### config.mk
export PLATFORM = sky130hd
export DESIGN_NAME = coherence_bus_arbiter
export DESIGN_NICKNAME = d
export VERILOG_FILES = /design/src/rtl/coherence_bus_arbiter.sv
export SDC_FILE = /design/constraint.sdc
export NUM_CORES = 1
export LEC_CHECK = 0
export ABC_AREA = 1
export CAP_MARGIN = 20
export CORE_MARGIN = 5
export CORE_UTILIZATION = 47
export DETAILED_ROUTE_END_ITERATION = 8
export PLACE_DENSITY = 0.86
export SYNTH_ARGS = -nofsm -noshare
export SYNTH_HDL_FRONTEND = slang
export SYNTH_SLANG_ARGS = --single-unit
### constraint.sdc
create_clock -name clk -period 2 [get_ports clk]
set_input_delay 0.3 -clock clk [delete_from_list [all_inputs] [get_ports clk]]
set_output_delay 0.3 -clock clk [all_outputs]
set_load 0.005 [all_outputs]
### src/rtl/coherence_bus_arbiter.sv
// Round-robin snoopy bus arbiter for two CPU caches: snoops the peer,
// orders invalidates and selects the data source before granting.
module coherence_bus_arbiter #(
   parameter int SNOOP_CYCLES = 2,
   parameter int ADDR_W       = 13
) (
   input  logic              clk,
   input  logic              rst,
   input  logic              cpu0_read_miss,
   input  logic              cpu0_write_miss,
   input  logic              cpu0_invalidate,
   input  logic [ADDR_W-1:0] cpu0_addr,
   input  logic              cpu0_search_found,
   input  logic              cpu1_read_miss,
   input  logic              cpu1_write_miss,
   input  logic              cpu1_invalidate,
   input  logic [ADDR_W-1:0] cpu1_addr,
   input  logic              cpu1_search_found,
   input  logic              mem_rdy,
   output logic              cpu0_grant,
   output logic              cpu0_search,
   output logic [1:0]        cpu0_datasel,
   output logic              cpu0_inval_other,
   output logic              cpu1_grant,
   output logic              cpu1_search,
   output logic [1:0]        cpu1_datasel,
   output logic              cpu1_inval_other,
   output logic [ADDR_W-1:0] boci,
   output logic              mem_req,
   output logic              busy
);

   typedef enum logic [2:0] {
      S_IDLE, S_SNOOP, S_INVAL, S_XFER, S_MEM, S_GRANT
   } state_e;

   typedef enum logic [1:0] {
      T_INV = 2'd0, T_RM = 2'd1, T_WM = 2'd2
   } req_e;

   localparam logic [3:0] CNT_LAST = 4'(SNOOP_CYCLES - 1);

   logic [1:0] rm, wm, inv, req;

   assign rm  = {cpu1_read_miss, cpu0_read_miss};
   assign wm  = {cpu1_write_miss, cpu0_write_miss};
   assign inv = {cpu1_invalidate, cpu0_invalidate};
   assign req = rm | wm | inv;

   state_e            state_q, state_d;
   req_e              typ_q, typ_d;
   logic              win_q, win_d;
   logic              rr_q, rr_d;
   logic              found_q, found_d;
   logic [3:0]        cnt_q, cnt_d;
   logic [1:0]        src_q, src_d;
   logic [ADDR_W-1:0] boci_q, boci_d;
   logic [1:0]        grant_q, grant_d;
   logic [1:0]        search_q, search_d;
   logic [1:0]        inval_q, inval_d;
   logic [1:0]        ds0_q, ds0_d;
   logic [1:0]        ds1_q, ds1_d;
   logic              mem_req_q, mem_req_d;

   logic              pick;
   req_e              pick_typ;
   logic              found_now;
   logic              win_pend;
   logic [1:0]        src_out;

   // Tie goes to the CPU that did not win last.
   assign pick      = (req == 2'b11) ? ~rr_q : req[1];
   assign pick_typ  = wm[pick] ? T_WM : (rm[pick] ? T_RM : T_INV);
   assign found_now = found_q |
                      (win_q ? cpu0_search_found : cpu1_search_found);

   always_comb begin
      win_pend = inv[win_q];
      if (typ_q == T_WM) win_pend = wm[win_q];
      else if (typ_q == T_RM) win_pend = rm[win_q];
   end

   always_comb begin
      state_d = state_q;
      typ_d   = typ_q;
      win_d   = win_q;
      rr_d    = rr_q;
      found_d = found_q;
      cnt_d   = cnt_q;
      src_d   = src_q;
      boci_d  = boci_q;

      unique case (state_q)
         S_IDLE: begin
            if (req != 2'b00) begin
               win_d   = pick;
               typ_d   = pick_typ;
               boci_d  = pick ? cpu1_addr : cpu0_addr;
               cnt_d   = '0;
               found_d = 1'b0;
               src_d   = 2'b00;
               state_d = S_SNOOP;
            end
         end
         S_SNOOP: begin
            found_d = found_now;
            if (cnt_q == CNT_LAST) begin
               cnt_d = '0;
               if (typ_q == T_RM) begin
                  state_d = found_now ? S_XFER : S_MEM;
                  src_d   = found_now ? 2'b10 : 2'b01;
               end else begin
                  state_d = S_INVAL;
               end
            end else begin
               cnt_d = cnt_q + 4'd1;
            end
         end
         S_INVAL: begin
            if (typ_q == T_INV) begin
               state_d = S_GRANT;
               src_d   = 2'b00;
            end else begin
               state_d = found_q ? S_XFER : S_MEM;
               src_d   = found_q ? 2'b10 : 2'b01;
            end
         end
         S_XFER: state_d = S_GRANT;
         S_MEM: begin
            if (mem_rdy) state_d = S_GRANT;
         end
         S_GRANT: begin
            if (!win_pend) begin
               state_d = S_IDLE;
               rr_d    = win_q;
               boci_d  = '0;
               src_d   = 2'b00;
               found_d = 1'b0;
            end
         end
         default: state_d = S_IDLE;
      endcase
   end

   // Outputs are decoded from the next state so they register with it.
   always_comb begin
      grant_d   = 2'b00;
      search_d  = 2'b00;
      inval_d   = 2'b00;
      mem_req_d = (state_d == S_MEM);
      src_out   = 2'b00;
      if (state_d == S_GRANT) grant_d[win_d] = 1'b1;
      if (state_d == S_SNOOP) search_d[~win_d] = 1'b1;
      if (state_d == S_INVAL) inval_d[~win_d] = 1'b1;
      if (state_d == S_XFER || state_d == S_MEM ||
          state_d == S_GRANT) src_out = src_d;
      ds0_d = win_d ? 2'b00 : src_out;
      ds1_d = win_d ? src_out : 2'b00;
   end

   always_ff @(posedge clk or posedge rst) begin
      if (rst) begin
         state_q   <= S_IDLE;
         typ_q     <= T_INV;
         win_q     <= 1'b0;
         rr_q      <= 1'b1;
         found_q   <= 1'b0;
         cnt_q     <= '0;
         src_q     <= 2'b00;
         boci_q    <= '0;
         grant_q   <= 2'b00;
         search_q  <= 2'b00;
         inval_q   <= 2'b00;
         ds0_q     <= 2'b00;
         ds1_q     <= 2'b00;
         mem_req_q <= 1'b0;
      end else begin
         state_q   <= state_d;
         typ_q     <= typ_d;
         win_q     <= win_d;
         rr_q      <= rr_d;
         found_q   <= found_d;
         cnt_q     <= cnt_d;
         src_q     <= src_d;
         boci_q    <= boci_d;
         grant_q   <= grant_d;
         search_q  <= search_d;
         inval_q   <= inval_d;
         ds0_q     <= ds0_d;
         ds1_q     <= ds1_d;
         mem_req_q <= mem_req_d;
      end
   end

   assign cpu0_grant       = grant_q[0];
   assign cpu1_grant       = grant_q[1];
   assign cpu0_search      = search_q[0];
   assign cpu1_search      = search_q[1];
   assign cpu0_inval_other = inval_q[0];
   assign cpu1_inval_other = inval_q[1];
   assign cpu0_datasel     = ds0_q;
   assign cpu1_datasel     = ds1_q;
   assign boci             = boci_q;
   assign mem_req          = mem_req_q;
   assign busy             = (state_q != S_IDLE);

endmodule
**Word level (Yosys, flattened, before mapping)**

Cells that the tools add are included.

- Output and inout port bits: 25
- Bits in registers: 38
- Word-level logic and storage cells: 114
- Input bits: 37

- Equal/unequal tests: 16
- Muxes and demuxes: 55
- Add/sub/neg operators: 1
- Magnitude comparators: 6
- Reduce and logical (&&, ||, !) cells: 16
- Bitwise gates (word level): 6

Operators by type and width:

| operator | count |
|---|---|
| 13-bit two-way mux | 3 |
| 2-bit two-way mux | 14 |
| 13-bit case mux with 2 select lines | 1 |
| 3-bit two-way mux | 8 |
| 1-bit two-way mux | 21 |
| 3-bit case mux with 6 select lines | 1 |
| 3-bit by 2-bit equality test with 1-bit output, second input constant | 4 |
| 3-bit equality test, second input constant | 4 |
| 1-bit by 2-bit < comparator with 1-bit output, second input constant | 4 |
| 4-bit two-way mux | 2 |
| 2-bit case mux with 4 select lines | 1 |
| 4-bit case mux with 2 select lines | 1 |
| 3-bit by 1-bit equality test with 1-bit output, second input constant | 2 |
| 2-bit AND reduction | 3 |
| 3-bit AND reduction | 2 |
| 2-bit nonzero test | 3 |
| 3-bit nonzero test | 2 |
| 4-bit by 1-bit adder with 4-bit output, second input constant | 1 |
| 2-bit equality test, second input constant | 2 |
| 4-bit by 1-bit equality test with 1-bit output, second input constant | 1 |
| 2-bit != test, second input constant | 2 |
| 2-bit bitwise OR | 2 |
| 3-bit logical NOT | 1 |
| 1-bit inverter | 3 |
| 8 further kinds | 12 |

**Longest topological paths before layout**

Gate-level depths: netlist of run 1.

- Word-level depth: 12
- Gate-level depth with buffers: 12
- Gate-level depth less buffers: 12

**Worst setup path before layout of run 1**

Ideal clock, no wire load.

- Path type: reg-to-reg
- Start: register cnt_q[1]
- End: register ds0_q[0] (netlist: cpu0_datasel[0])
- Path slack: 0.523 ns
- Stages on the path, launching flop included: 12
- Clock period less this slack: 1.477 ns
- Library setup time: 0.127 ns
- Buffers on the path: 0
- Required time: 1.873 ns
- Arrival time: 1.350 ns
- Path through: dfrtp_1 inv_1 ha_1 nand3_1 nand2_2 nand2_1 nor2_4 nand3_4 nand2_1 nand2_1 nand2_1 nor2_1

- Word-level cells in the longest chain between the ends: 8
- Elaborated cells on any way between the ends: 12
- Classes of those cells: eq/ne: 4; mux: 6; reduce/logical: 2

RTL lines:

| what | RTL line | source |
|---|---|---|
| from (decl) | 55 | `logic [3:0] cnt_q, cnt_d;` |
| from (signal assigned) | 183 | `cnt_q <= cnt_d;` |
| 4-bit by 1-bit equality test with 1-bit output * | 107 | `if (cnt_q == CNT_LAST) begin` |
| 3-bit two-way mux * | 107 |  |
| 3-bit case mux with 6 select lines * | 93 | `unique case (state_q)` |
| named net state_d[0] | 50 | `state_e state_q, state_d;` |
| 3-bit by 2-bit equality test with 1-bit output or 3-bit equality test (tied branches) | 155 | `if (state_d == S_XFER \|\| state_d == S_MEM \|\|` |
| 1-bit logical OR | 155 |  |
| 1-bit logical OR * | 155 |  |
| 2-bit two-way mux * | 155 |  |
| 2-bit two-way mux * | 157 | `ds0_d = win_d ? 2'b00 : src_out;` |
| named net ds0_d[0] | 61 | `logic [1:0] ds0_q, ds0_d;` |
| to (signal assigned) | 189 | `ds0_q <= ds0_d;` |
| to (decl) | 61 |  |

The timed path passes the listed nets; every way through them passes the cells marked *.
A chain may end at the register's enable or synchronous reset.

**Final worst setup path of run 1**

- Start: register state_q[2]
- End: output port busy

- Word-level cells in the longest chain between the ends: 1

RTL lines:

| what | RTL line | source |
|---|---|---|
| from (decl) | 50 |  |
| from (signal assigned) | 178 | `state_q <= state_d;` |
| 3-bit nonzero test | 205 | `assign busy = (state_q != S_IDLE);` |
| to (decl) | 30 | `output logic busy` |

Every way passes these cells.

==> results of run 1 <==
## what timing repair did
action	in CTS	in global routing
gates cloned	0	0
endpoints found under the setup margin	1	1
setup buffers	0	1
resized for setup	2	3
hold buffers	0	0
## flip-flops by register name, indices dropped and copies added, names as in the netlist
signal and flops:
search_q 2, cpu1_datasel 2, mem_req 1, boci 13, inval_q 2, typ_q 2
rr_q 1, found_q 1, cpu0_datasel 2, src_q 2, grant_q 2, win_q 1
cnt_q 4, state_q 3
## power by group
group	total, W	internal (W)	switching (W)
Combinational	0.00250	0.00111	0.00139
Clock	0.000569	0.000277	0.000292
Sequential	0.00129	0.00109	0.000198
Total	0.00435	0.00247	0.00188
## cells in the final DEF (no fill, tap or decap)
cell type	instances
o22ai_1	16
nand2_1	41
dfrtp_1	36
clkdlybuf4s50_1	61
nor2_2	1
o21ai_2	7
xnor2_1	1
o22ai_4	1
a21oi_1	4
o21ai_4	1
inv_4	1
o211ai_1	1
nand2_2	5
clkinv_2	1
o21ai_0	17
nand4_1	4
ha_1	2
clkinvlp_4	1
clkbuf_8	6
nand2_4	2
nand3_4	2
mux2i_1	1
nor2_1	32
nor3_1	2
nand3_2	1
o21a_1	14
nand3_1	9
dfrtp_2	1
inv_2	7
inv_1	22
nor2_4	3
buf_4	5
dfstp_2	1
## cell type report
cell class | count | share of cell area [%]
Clock buffer | 6 | 2.919
Sequential cell | 38 | 33.70
Clock inverter | 2 | 0.4423
Inverter | 30 | 4.069
Timing Repair Buffer | 66 | 22.91
Tap cell | 52 | 2.300
Multi-Input combinational cell | 167 | 33.66
## worst register-to-register path, cell delays in order, from the launching register on
cell     delay (ps)
dfrtp_1         460
inv_2           130
nand2_4         130
nor2_1          280
nand2_2         140
nand2_4         260
o21ai_0         160
o21a_1          130
## metal layers
layer	GRT usage, %	up-vias	part of all wire, %
met5	0	-	0
met4	4.720	0	1.2
met3	5.910	6	7.3
met2	30.57	63	47
met1	23.71	914	45
li1	-	935	-
## kinds of logic (layout without fill, tap and decap cells)
| logic type | after synthesis | in the layout |
|---|---|---|
| xor gates and xnor gates | 1 | 1 |
| adders and majority gates | 2 | 2 |
| AOI/OAI and AO/OA | 61 | 61 |
| muxes | 1 | 1 |
| and+or+nand+nor | 102 | 102 |
| buffers and inverters | 36 | 104 |
| DFF | 38 | 38 |
## how the worst min path moves through the flow
stage                     cells after the start  slack [ps]  startpoint    endpoint
after floorplan                               2         440    src_q[0]    src_q[0]
after global placement                        2         460    src_q[0]    src_q[0]
after detailed placement                      2         470    src_q[0]    src_q[0]
after CTS                                     3         440         rst  inval_q[0]
after global routing                          3         460         rst  inval_q[0]
final                                         3         420         rst  inval_q[0]
## stage by stage
step	cell area (µm²)	utilization (%)
global route	2829	65.88
global placement	2718	63.29
detailed placement	2718	63.29
floorplan	2061	-
CTS	2820	65.68
finish	2829	65.88
==> results.md, run 1 <==
* Commonest cells post-synth: nand2_1, dfrtp_1, nor2_1
* Critical path class: reg -> out
* Peak VDD IR at around 740 µV
* Static leakage at 1.274 nW
* CTS Buf Count at 5
* Total power at 0.004355 W
* Post-route insts no fill at 361
* Area growth syn-to-layout at 37.28%
* Top post-synthesis cells by area: dfrtp_1, nand2_1, nor2_1, o21a_1, o22ai_1
* Largest family of logic cells by synthesized area: simple AND/OR/NAND/NOR gates
* CTS Root Cell: clkbuf_8
* Worst R2R Setup Slack at 200 ps
* EDFF count, synth at 0
* Min Tclk post-route at 1902 ps
* Crit path to: busy
* Num ports at 62
* CP max-delay cell: clkdlybuf4s50_1
* Drt via density at 5.313
* Drt first pass iters at 4
* Flops & latches, synth at 38
* Most common cell in the synthesized netlist: nand2_1
* Htree depth at 2
* Req. time, crit path at 1700 ps
* Final nets at 347
* Crit-path cells: inv_4 > nand2_2 > nor2_4 > inv_2 > clkdlybuf4s50_1
* Multiplexer share of the synthesized area at 0.4857%
* Worst path bufs/invs at 3
* Fin Clk Skew at 4.184 ps
* Pin count of the biggest net entering global routing at 39
* Crit. End Element: primary output
* Synth Area in Adders at 1.214%
* Syn Nets at 280
* Reg2reg path depth at 7
* Worst-path clk slew at roughly 80 ps
* Die width at 76.22 µm
* RSZ-0062 raised after global routing: false
* Synth top area share at 44.93%
* Fin. Hold Viols at 0
* CP Data Arrival Time at 1600 ps
* Pwr Density at 1539 nW/µm²
* GRT overflow at 0
* Syn Inst Count at 241
* Critical path startpoint: state_q[2]
* Capture point of the worst reg-to-reg path: boci[0]
* Setup violators final at 0
* Sequential area share after synthesis at 46.21%
* Maxcap violations at 0
* Cell depth of the worst setup path at 5
* Tcrit/Tclk final at 95.12%
* Mean Syn Cell Area at 8.551 µm²
* Reg2reg start: state_q[1]
* Post-synth ARST share at 100.0%
* Buffers on Ports at 61
* Final worst slack at 97.66 ps
* Fraction of layout cells with a size suffix above 1 at between 10% and 20%
* Worst slew margin at 68.60%
* Worst setup SP type: flip-flop
* Yosys warns at 0
* Number of fill cells at 366
* Antenna cell count at 0
* Dpl cells at approximately 350
* Setup TNS at 0 ps
* Drt initial violations at 80
* First-pass GRT wire length at 8.942 mm
* Reg area at 953.4 µm²
* Main synth FF type: dfrtp_1
* Bufs on Longest Clock Path at 2
* CTS tree: built
* Multi-input gate area at 952.2 µm²
* Global Route Usage Sum at 18.60%
* Worst hold slack at 416.1 ps
* DP HPWL at 3.852 mm
* Hold crit path type: in -> async
* Yosys top cell by area: dfrtp_1
* Largest stage delay on the critical path at 450 ps
* Delay-heaviest family, CP: buffers and inverters
* Status: complete, no violations
* Crit Path Max Fanout at 10
* Cell row count at 24
* Drc violations at 0
* Starting Density at 47.99%
* GPL Wtd Cong at 0.8738
* Cell variety after synth at 30
* Vias in the first global route at 1,898
* Synth Area in Compound Gates at 20.16%
* Core area at 4294 µm²
* Synthesized area at 2061 µm²
* Insertion delay to the later sink of the worst-skew pair at roughly 300 ps
* Routed vias at about 1,900
* Simple-gate area share of the yosys netlist at 23.68%
* XOR/XNOR Fraction of Synth Area at less than 1%
* Dpl ws at 40.08 ps
* Fmax at 0.5257 GHz
* Max-slew violations at 0
* Antenna violations before repair at 0
* Clk sinks at 38
* DIE AREA at 5809 µm²
* Post-DRT Antenna Nets at 0
* Wire per inst at about 14 µm
* Chip height at between 70 and 80 µm
* Worst slew pin tran at between 400 and 500 ps
* WL final at around 5.2 mm
(Power assumes the default switching activity.)
==> run 2, diff against run 1 <==
--- a/config.mk
+++ b/config.mk
@@ -9,6 +9,7 @@
 export CAP_MARGIN = 20
 export CORE_MARGIN = 5
 export CORE_UTILIZATION = 47
+export CTS_BUF_LIST = sky130_fd_sc_hd__clkbuf_8 sky130_fd_sc_hd__clkbuf_16
 export DETAILED_ROUTE_END_ITERATION = 8
 export PLACE_DENSITY = 0.86
 export SYNTH_ARGS = -nofsm -noshare
==> results of run 2 <==
Same layout as run 1: the final DEF is identical, and so are final timing and power.
==> run 3, diff against run 2 <==
--- a/config.mk
+++ b/config.mk
@@ -7,7 +7,7 @@
 export LEC_CHECK = 0
 export ABC_AREA = 1
 export CAP_MARGIN = 20
-export CORE_MARGIN = 5
+export CORE_MARGIN = 1
 export CORE_UTILIZATION = 47
 export CTS_BUF_LIST = sky130_fd_sc_hd__clkbuf_8 sky130_fd_sc_hd__clkbuf_16
 export DETAILED_ROUTE_END_ITERATION = 8
==> run 3 against run 2 <==
Net effect:
- global-route usage grew 3.6 points
- utilization rose by 3.1 points
- combinational power about the same
- final area up 0.31%
- final cell count unchanged
- first-iteration DRC count grew 35%
- routed wire length fell by 8.5%
- largest power group unchanged
==> results.md, run 3 (synthesis results as in run 1) <==
* Fmax at 0.5306 GHz (+0.93%)
* Number of fill cells at 299 (-18%)
* Die width at 68.22 µm (-10%)
* Buffers on Ports at 61 (unchanged)
* RSZ-0062 raised after global routing: false
* Peak VDD IR at 663.1 µV (-11%)
* Drt first pass iters at 4 (unchanged)
* Worst R2R Setup Slack at 150 ps (-50 ps)
* Final nets at 349 (+0.58%)
* Post-DRT Antenna Nets at 0 (unchanged)
* GPL Wtd Cong at 0.8789 (+0.58%)
* Starting Density at 50.08% (+2.1 points)
* Bufs on Longest Clock Path at 2 (unchanged)
* Status: complete, no violations
* CTS tree: built
* Cts hold-fix bufs at 0 (unchanged)
* Antenna cell count at 0 (unchanged)
* Drc violations at 0 (unchanged)
* Routed vias at 1,862 (-2.9%)
* Wire per inst at 13.16 µm (-8.5%)
* Pin count of the biggest net entering global routing at 39 (unchanged)
* DP HPWL at 3.499 mm (-9.2%)
* Cell row count at 23 (-4.2%)
* Fin Clk Skew at 7.327 ps (+3.143 ps)
* Final worst slack at 115.2 ps (+17.55 ps)
* Reg2reg path depth at 13 (+6)
* Htree depth at 2 (unchanged)
* Worst-path clk slew at 70 ps (about the same)
* Static leakage at 1.284 nW (+0.79%)
* Worst slew margin at 68.66% (about the same)
* Setup TNS at 0 ps (unchanged)
* Worst setup SP type: flip-flop
* Maxcap violations at 0 (unchanged)
* Num ports at 62 (unchanged)
* Req. time, crit path at 1700 ps (about the same)
* GRT overflow at 0 (unchanged)
* Pwr Density at 1538 nW/µm² (about the same)
* CTS Buf Count at 5 (unchanged)
* Worst hold slack at 409.0 ps (-7.158 ps)
* Capture point of the worst reg-to-reg path: cpu1_datasel[0]
* Max FFs per register at 13 (unchanged)
* WL final at 4.751 mm (-8.5%)
* Insertion delay to the later sink of the worst-skew pair at 300 ps (about the same)
* Leading cell type in the layout, fill and taps excluded: clkdlybuf4s50_1
* Crit Path Max Fanout at 3 (-7)
* DIE AREA at 4653 µm² (-20%)
* Clk sinks at 38 (unchanged)
* Hold crit path type: in -> async
* Global Route Usage Sum at 22.23% (+3.6 points)
* Area growth syn-to-layout at 37.70%
* First-pass GRT wire length at 7.610 mm (-15%)
* Drt initial violations at 108 (+35%)
* Worst slew pin tran at 470.1 ps (-0.9168 ps)
* Antenna violations before repair at 0 (unchanged)
* Fin. Hold Viols at 0 (unchanged)
* CTS Root Cell: clkbuf_8
* Core area at 4115 µm² (-4.2%)
* Vias in the first global route at 1,777 (-6.4%)
* Total power at 0.004366 W (+0.25%)
* Final core occ at 68.96% (+3.1 points)
* Setup violators final at 0 (unchanged)
* Max-slew violations at 0 (unchanged)
* Crit. End Element: primary output
* Critical path class: reg -> out
* Tcrit/Tclk final at 94.24% (-0.88 points)
* Drt via density at 5.158 (-2.9%)
* Dpl ws at 67.39 ps (+27.31 ps)
* Min Tclk post-route at 1885 ps (-17.55 ps)
* Reg2reg start: state_q[2]
* Commonest non-fill, non-tap cells in the layout: clkdlybuf4s50_1, nand2_1, dfrtp_1
* CP Data Arrival Time at 1580 ps (-20 ps)
* Fraction of layout cells with a size suffix above 1 at 14.79% (-0.096 points)
* Chip height at 68.22 µm (-10%)
==> run 3: changes by cell type in the layout (fill, tap and decap cells not counted) <==
| cell | change |
|---|---|
| buf_4 | +2 |
| dfrtp_1 | +1 |
| dfrtp_2 | -1 |
| inv_1 | +1 |
| inv_4 | -1 |
==> run 3: per-layer routing <==
metal | GRT usage [%] | vias up | wire, µm
li1 | - | 935 | -
met1 | 26.67 | 853 | 2004
met2 | 37.13 | 64 | 2321
met3 | 6.167 | 10 | 345
met4 | 9.375 | 0 | 80
met5 | 0 | - | 0
==> run 3: how the worst max path moves through the flow <==
| stage | depth (start not counted) | start | slack, ps | to |
|---|---|---|---|---|
| global placement | 8 | cpu0_read_miss | 70 | typ_q[0] |
| floorplan | 11 | cnt_q[1] | 520 | cpu0_datasel[0] |
| detailed placement | 8 | cpu0_read_miss | 70 | typ_q[0] |
| finish | 5 | state_q[0] | 120 | busy |
| CTS | 5 | state_q[0] | 10 | busy |
| global route | 5 | state_q[0] | 40 | busy |
==> run 3: timing repair <==
item                                    in CTS  in global routing
endpoints found under the setup margin       1                  1
gates resized for setup                      0                  2
setup buffers                                1                  0
==> run 3: where the power goes <==
| part | total (W) | internal (W) | switching (W) |
|---|---|---|---|
| sequential | 0.00129 | 0.00109 | 0.000198 |
| combinational | 0.00253 | 0.00114 | 0.00139 |
| clock | 0.000547 | 0.000277 | 0.000271 |
==> run 3: critical path, cell delays in order (launching register included) <==
cell	delay, ps
dfrtp_1	420
inv_2	80
nand2_2	100
nor2_4	50
inv_1	130
clkdlybuf4s50_1	520
==> run 3: final cells by class <==
type | count | area, µm² | area share [%]
flip-flops and latches | 38 | 952.2 | 33.55
multi-input cells | 167 | 952.2 | 33.55
repair buffers | 68 | 663.1 | 23.37
inverters | 30 | 112.6 | 3.968
clock buffers | 6 | 82.58 | 2.910
well taps | 50 | 62.56 | 2.205
clock inverters | 2 | 12.51 | 0.4409
==> run 3: per-stage QoR <==
step,std cells,area [µm²]
floorplan,241,2061
global placement,352,2730
detailed placement,352,2730
CTS,361,2833
global route,361,2838
finish,361,2838
